<file path="src/rtl/dcache_axi_line_writer_pkg.sv">
// Shared AXI constants, line geometry and FSM encoding for the DCache AXI line writer.
package dcache_axi_line_writer_pkg;

  localparam int unsigned LINE_W = 256;
  localparam int unsigned DATA_W = 64;
  localparam int unsigned BEATS  = LINE_W / DATA_W;

  localparam logic [1:0] BURST_INCR = 2'b01;
  localparam logic [2:0] SIZE_8B    = 3'b011;
  localparam logic [1:0] RESP_OKAY  = 2'b00;

  typedef enum logic [2:0] {
    StIdle,
    StAddr,
    StData,
    StResp,
    StDone
  } state_e;

endpackage

</file>
<file path="src/rtl/dcache_line_serializer.sv">
// Holds one captured cache line and presents it one AXI data beat at a time.
module dcache_line_serializer #(
  parameter int unsigned LINE_W = 256,
  parameter int unsigned DATA_W = 64
) (
  input  logic              clk,
  input  logic              rst,
  input  logic              load_i,
  input  logic [LINE_W-1:0] line_i,
  input  logic              advance_i,
  output logic [DATA_W-1:0] data_o,
  output logic              last_o
);

  localparam int unsigned BEATS = LINE_W / DATA_W;
  localparam int unsigned CNT_W = (BEATS > 1) ? $clog2(BEATS) : 1;

  logic [BEATS-1:0][DATA_W-1:0] line_q;
  logic [CNT_W-1:0]             cnt_q;

  always_ff @(posedge clk or negedge rst) begin
    if (!rst) begin
      line_q <= '0;
      cnt_q  <= '0;
    end else if (load_i) begin
      line_q <= line_i;
      cnt_q  <= '0;
    end else if (advance_i) begin
      cnt_q  <= cnt_q + 1'b1;
    end
  end

  // Beat 0 is the low word of the line.
  assign data_o = line_q[cnt_q];
  assign last_o = (cnt_q == CNT_W'(BEATS - 1));

endmodule

</file>
<file path="src/rtl/dcache_axi_line_writer.sv">
// Drains the write-buffer head line as a single 4-beat AXI4 INCR burst and pulses completion
// when the B response returns. One burst outstanding at a time, AW always before W.
module dcache_axi_line_writer
  import dcache_axi_line_writer_pkg::*;
#(
  parameter int unsigned ADDR_W = 64,
  parameter int unsigned LINE_W = 256,
  parameter int unsigned DATA_W = 64,
  parameter logic [3:0]  AXI_ID = 4'h0
) (
  input  logic              clk,
  input  logic              rst,
  input  logic              buf_wen_i,
  input  logic [LINE_W-1:0] buf_wdata_i,
  input  logic [ADDR_W-1:0] buf_awaddr_i,
  output logic              buf_bvalid_o,
  output logic              wr_err_o,
  output logic              axi_awvalid_o,
  input  logic              axi_awready_i,
  output logic [ADDR_W-1:0] axi_awaddr_o,
  output logic [3:0]        axi_awid_o,
  output logic [7:0]        axi_awlen_o,
  output logic [2:0]        axi_awsize_o,
  output logic [1:0]        axi_awburst_o,
  output logic              axi_wvalid_o,
  input  logic              axi_wready_i,
  output logic [DATA_W-1:0] axi_wdata_o,
  output logic [7:0]        axi_wstrb_o,
  output logic              axi_wlast_o,
  input  logic              axi_bvalid_i,
  output logic              axi_bready_o,
  input  logic [1:0]        axi_bresp_i,
  input  logic [3:0]        axi_bid_i
);

  localparam int unsigned NBEATS = LINE_W / DATA_W;
  localparam int unsigned OFF_W  = $clog2(LINE_W / 8);

  state_e            state_q, state_d;
  logic [ADDR_W-1:0] addr_q, addr_d;
  logic              err_q, err_d;
  logic              load, advance, last;
  logic              unused_addr_bits;

  // Line-offset bits are discarded: the burst always starts on the line boundary.
  assign unused_addr_bits = ^buf_awaddr_i[OFF_W-1:0];

  dcache_line_serializer #(
    .LINE_W (LINE_W),
    .DATA_W (DATA_W)
  ) u_serializer (
    .clk       (clk),
    .rst       (rst),
    .load_i    (load),
    .line_i    (buf_wdata_i),
    .advance_i (advance),
    .data_o    (axi_wdata_o),
    .last_o    (last)
  );

  always_ff @(posedge clk or negedge rst) begin
    if (!rst) begin
      state_q <= StIdle;
      addr_q  <= '0;
      err_q   <= 1'b0;
    end else begin
      state_q <= state_d;
      addr_q  <= addr_d;
      err_q   <= err_d;
    end
  end

  always_comb begin
    state_d = state_q;
    addr_d  = addr_q;
    err_d   = err_q;
    load    = 1'b0;
    advance = 1'b0;
    unique case (state_q)
      StIdle: begin
        if (buf_wen_i) begin
          load    = 1'b1;
          addr_d  = {buf_awaddr_i[ADDR_W-1:OFF_W], {OFF_W{1'b0}}};
          state_d = StAddr;
        end
      end
      StAddr: begin
        if (axi_awready_i) state_d = StData;
      end
      StData: begin
        if (axi_wready_i) begin
          advance = 1'b1;
          if (last) state_d = StResp;
        end
      end
      StResp: begin
        if (axi_bvalid_i) begin
          err_d   = (axi_bresp_i != RESP_OKAY) || (axi_bid_i != AXI_ID);
          state_d = StDone;
        end
      end
      // Completion cycle: the request input is ignored so the buffer retires its head first.
      StDone: state_d = StIdle;
      default: state_d = StIdle;
    endcase
  end

  assign axi_awvalid_o = (state_q == StAddr);
  assign axi_awaddr_o  = addr_q;
  assign axi_awid_o    = AXI_ID;
  assign axi_awlen_o   = 8'(NBEATS - 1);
  assign axi_awsize_o  = SIZE_8B;
  assign axi_awburst_o = BURST_INCR;
  assign axi_wvalid_o  = (state_q == StData);
  assign axi_wstrb_o   = 8'hFF;
  assign axi_wlast_o   = (state_q == StData) && last;
  assign axi_bready_o  = (state_q == StResp);
  assign buf_bvalid_o  = (state_q == StDone);
  assign wr_err_o      = (state_q == StDone) && err_q;

endmodule
</file>
<file path="config.mk">
export PLATFORM = sky130hd
export DESIGN_NAME = dcache_axi_line_writer
export DESIGN_NICKNAME = d
export VERILOG_FILES = /design/src/rtl/dcache_axi_line_writer_pkg.sv /design/src/rtl/dcache_line_serializer.sv /design/src/rtl/dcache_axi_line_writer.sv
export SDC_FILE = /design/constraint.sdc
export NUM_CORES = 1
export LEC_CHECK = 0
export BUFFER_PORTS_ARGS = -buffer_cell sky130_fd_sc_hd__clkbuf_2
export CORE_AREA = 2 2 192 194
export CTS_BUF_LIST = sky130_fd_sc_hd__clkbuf_8
export CTS_CLUSTER_SIZE = 25
export DETAILED_ROUTE_END_ITERATION = 16
export DIE_AREA = 0 0 194 196
export PLACE_DENSITY = 0.67
export SYNTH_ARGS = -nofsm -noshare
export SYNTH_HDL_FRONTEND = slang
export SYNTH_HIERARCHICAL = 1
export SYNTH_SLANG_ARGS = --single-unit
</file>
<file path="constraint.sdc">
create_clock -name clk -period 2.3 [get_ports clk]
set_clock_uncertainty 0.1 [all_clocks]
set_input_delay 0.23 -clock clk [delete_from_list [all_inputs] [get_ports clk]]
set_output_delay 0.23 -clock clk [all_outputs]
set_load 0.02 [all_outputs]
</file>
==> insert_results.sql <==
INSERT INTO impl_metrics (metric_group, metric, value, unit) VALUES
('yosys', 'most_used_standard_cell_by_instance_count_after_synthesis', 'sky130_fd_sc_hd__dfrtp_1', ''),
('yosys', 'synth_seq_cells', '321', ''),
('layout', 'layout-area-overhead-vs-synth', '55.54', '%'),
('floorplan', 'design.portCount', '491', ''),
('critical_path', 'crit_path_end_kind', 'output pin', ''),
('critical_path', 'critPathKind', 'flop to output pin', ''),
('clock_tree', 'cts_num_sinks', '321', ''),
('clock_tree', 'cts_tree', 'yes', ''),
('place', 'placedCellCount', '1720', ''),
('layout', 'ff_latch_area', '8041', 'µm²'),
('place', 'portBuffers', '455', ''),
('timing', 'setup_repair_after_global_routing_missed_its_margin', 'yes', ''),
('layout', 'nFillCells', '2623', ''),
('power_and_ir_drop', 'leak', '9.896', 'nW'),
('yosys', 'total_number_of_yosys_warnings', '6', ''),
('layout', 'finish.net_count', '1978', ''),
('timing', 'setup_viol', '63', ''),
('global_routing', 'wire_length_of_the_first_global_routing_pass', '63.98', 'mm'),
('global_routing', 'grt_overflow_total', '0', ''),
('yosys', 'synth.top_cells.by_area', 'sky130_fd_sc_hd__dfrtp_1, sky130_fd_sc_hd__mux2_2, sky130_fd_sc_hd__mux4_2', ''),
('layout', 'multi_input_comb_area', '5330', 'µm²'),
('yosys', 'synthDominantCellAreaShare', '57.43', '%'),
('global_routing', 'antenna_found_initial', '1', ''),
('timing', 'tns', '-3669', 'ps'),
('global_routing', 'grt_pass1_vias', '11910', ''),
('floorplan', 'fp.coreArea', '36080', 'µm²'),
('yosys', 'register_area_share_after_synthesis', '57.43', '%'),
('yosys', 'async_sr_flop_fraction', '100.0', '%'),
('clock_tree', 'cts_max_path_buffers', '3', ''),
('critical_path', 'reg2reg_depth', '4', ''),
('drt', 'drt_first_pass_iters', '4', ''),
('timing', 'report.final.slew_viol_count', '0', ''),
('clock_tree', 'numCtsBuffers', '55', ''),
('critical_path', 'critical_path_peak_fanout', '7', ''),
('drt', 'routedWlPerCell', '19.29', 'µm'),
('yosys', 'synth_enable_flop_cells', '0', ''),
('floorplan', 'initial_core_util', '38.76', '%'),
('critical_path', 'worst-endpoint-required', '1970', 'ps'),
('yosys', 'syn_area', '13990', 'µm²'),
('timing', 'finalWorstSetupSlack', '-93.06', 'ps'),
('drt', 'avgViaCountPerCell', '4.805', ''),
('floorplan', 'die_width', '194', 'µm'),
('clock_tree', 'clk-insertion-delay-late', '590', 'ps'),
('timing', 'max_freq', '417.9', 'MHz'),
('timing', 'tightestPinTransition', '576.5', 'ps'),
('job', 'drv.max_cap_violation_count', '0', ''),
('outcome', 'run_status', 'complete, but fails checks', ''),
('yosys', 'ys.flop_type', 'sky130_fd_sc_hd__dfrtp_1', ''),
('drt', 'drt.antenna.violating_nets', '0', ''),
('layout', 'final_layout_size_suffix_gt1_share', '57.75', '%'),
('timing', 'post-route-period-util', '104.0', '%'),
('drt', 'vias', '10340', ''),
('yosys', 'synthTopCellsByCount', 'sky130_fd_sc_hd__dfrtp_1, sky130_fd_sc_hd__mux2_2, sky130_fd_sc_hd__mux4_2, sky130_fd_sc_hd__buf_4, sky130_fd_sc_hd__buf_6', ''),
('yosys', 'synth.avg_cell_area', '17.29', 'µm²'),
('clock_tree', 'clkTransAtPathRegs', '60', 'ps'),
('critical_path', 'critPathLaunchType', 'flop', ''),
('critical_path', 'cp_data_arrival_time', '2060', 'ps'),
('drt', 'drc', '0', ''),
('critical_path', 'crit_path_top_delay_cell', 'sky130_fd_sc_hd__mux4_2', ''),
('global_routing', 'grt_max_degree', '65', ''),
('drt', 'totalWireLength', '41.52', 'mm'),
('timing', 'timing.final.hold_violations', '0', ''),
('floorplan', 'floorplan.rows', '70', ''),
('timing', 'final_worst_path_period_need', '2393', 'ps'),
('critical_path', 'timing.critical_path.cells', 'buf_12 -> clkbuf_16 -> mux4_2 -> buf_6', ''),
('outcome', 'failing_checks', 'setup timing', ''),
('yosys', 'synth_top_area_cell', 'sky130_fd_sc_hd__dfrtp_1', ''),
('place', 'gp_congestion', '0.8161', ''),
('timing', 'maxSlewHeadroom', '61.57', '%'),
('drt', 'initial_drc_count', '317', ''),
('floorplan', 'die-height', '196', 'µm');
[state kept, by name, summed over array words and instances, names as in the netlist]
signal               flops
axi_awaddr_o            59
err_q                    1
state_q                  3
u_serializer/cnt_q       2
u_serializer/line_q    256
[layout by cell type (no fill, tap or decap), drive strengths merged]
cell type      n
xnor2          1
or2b           1
mux2         316
nor4           2
nor3           1
a21oi          1
dfrtp        321
clkinvlp       1
nand2          4
clkinv         5
and2           3
diode          1
dlygate4sd3  323
mux4          65
buf          106
conb          30
clkbuf       472
inv           20
ha             1
nor3b          1
mux2i          1
nand3b         1
nor2           7
[routing by layer]
layer | wire, µm | GRT usage, % | up-vias
met5 | 0 | 0 | -
met4 | 1298 | 8.586 | 0
met3 | 2714 | 5.209 | 90
met2 | 21830 | 37.83 | 416
met1 | 15670 | 24.83 | 5237
li1 | - | - | 4598
[where the power goes]
group	total, mW	internal, mW	leakage [nW]	switching [mW]
Combinational	14.5	8.17	5.49	6.37
Clock	5.07	2.74	0.626	2.33
Sequential	10.3	8.59	3.78	1.67
[final cells by class]
type,count,share of cell area (%)
Inverter,2,0.03451
Sequential cell,321,36.97
Timing Repair Buffer,830,30.84
Multi-Input combinational cell,435,24.50
Clock inverter,24,0.4601
Antenna cell,1,0.01150
Tap cell,468,2.692
Clock buffer,71,4.492
[cell families (layout without fill, tap and decap cells)]
group	Yosys count	count (layout)	share of synthesized area, %
XOR/XNOR	1	1	0.06263
adder cells (fa/ha/maj)	1	1	0.08945
multiplexers	382	382	36.25
other	2	31	0.05370
AO/OA/AOI/OAI	1	1	0.03575
buffers and inverters	81	927	5.242
AND/OR/NAND/NOR	20	20	0.8321
flip-flops	321	321	57.43
[what timing repair did]
action	4_1_cts	5_1_grt
endpoints found under the hold margin	638	0
hold buffers	323	0
pin swaps	0	0
resized for setup	50	144
endpoints found under the setup margin	65	65
cloned	4	2
buffers inserted	7	0
[worst max-delay path: cells and delay by family (launching register included)]
kind	cells	cell delay [ps]
mux	1	510
flops	1	450
buf+inv	3	500
[final timing paths]
| path | slack (ps) | endpoint | startpoint |
|---|---|---|---|
| min in group clk | 310 | u_serializer/line_q[181] | buf_wdata_i[181] |
| setup reg to reg | 240 | u_serializer/line_q[126] | state_q[2] |
| max in group asynchronous | 1200 | u_serializer/line_q[61] | rst |
| setup / recovery | -90 | axi_wdata_o[38] | u_serializer/cnt_q[0] |
| hold / removal | 120 | u_serializer/line_q[6] | rst |
| hold reg to reg | 400 | u_serializer/line_q[87] | u_serializer/line_q[87] |
[stage by stage]
stage | total power [mW] | hold slack (ps) | area (µm²) | setup slack [ps]
after floorplan | 18.66 | -165.6 | 14090 | 93.73
after global placement | 21.87 | 141.3 | 16750 | 292.6
after detailed placement | 22.28 | 139.9 | 16750 | 265.5
after CTS | 28.72 | 54.09 | 21430 | -182.1
after global routing | 31.43 | 109.5 | 21750 | -196.9
final | 29.87 | 117.4 | 21750 | -93.06
No activity file was read; power rests on OpenSTA's default activity.
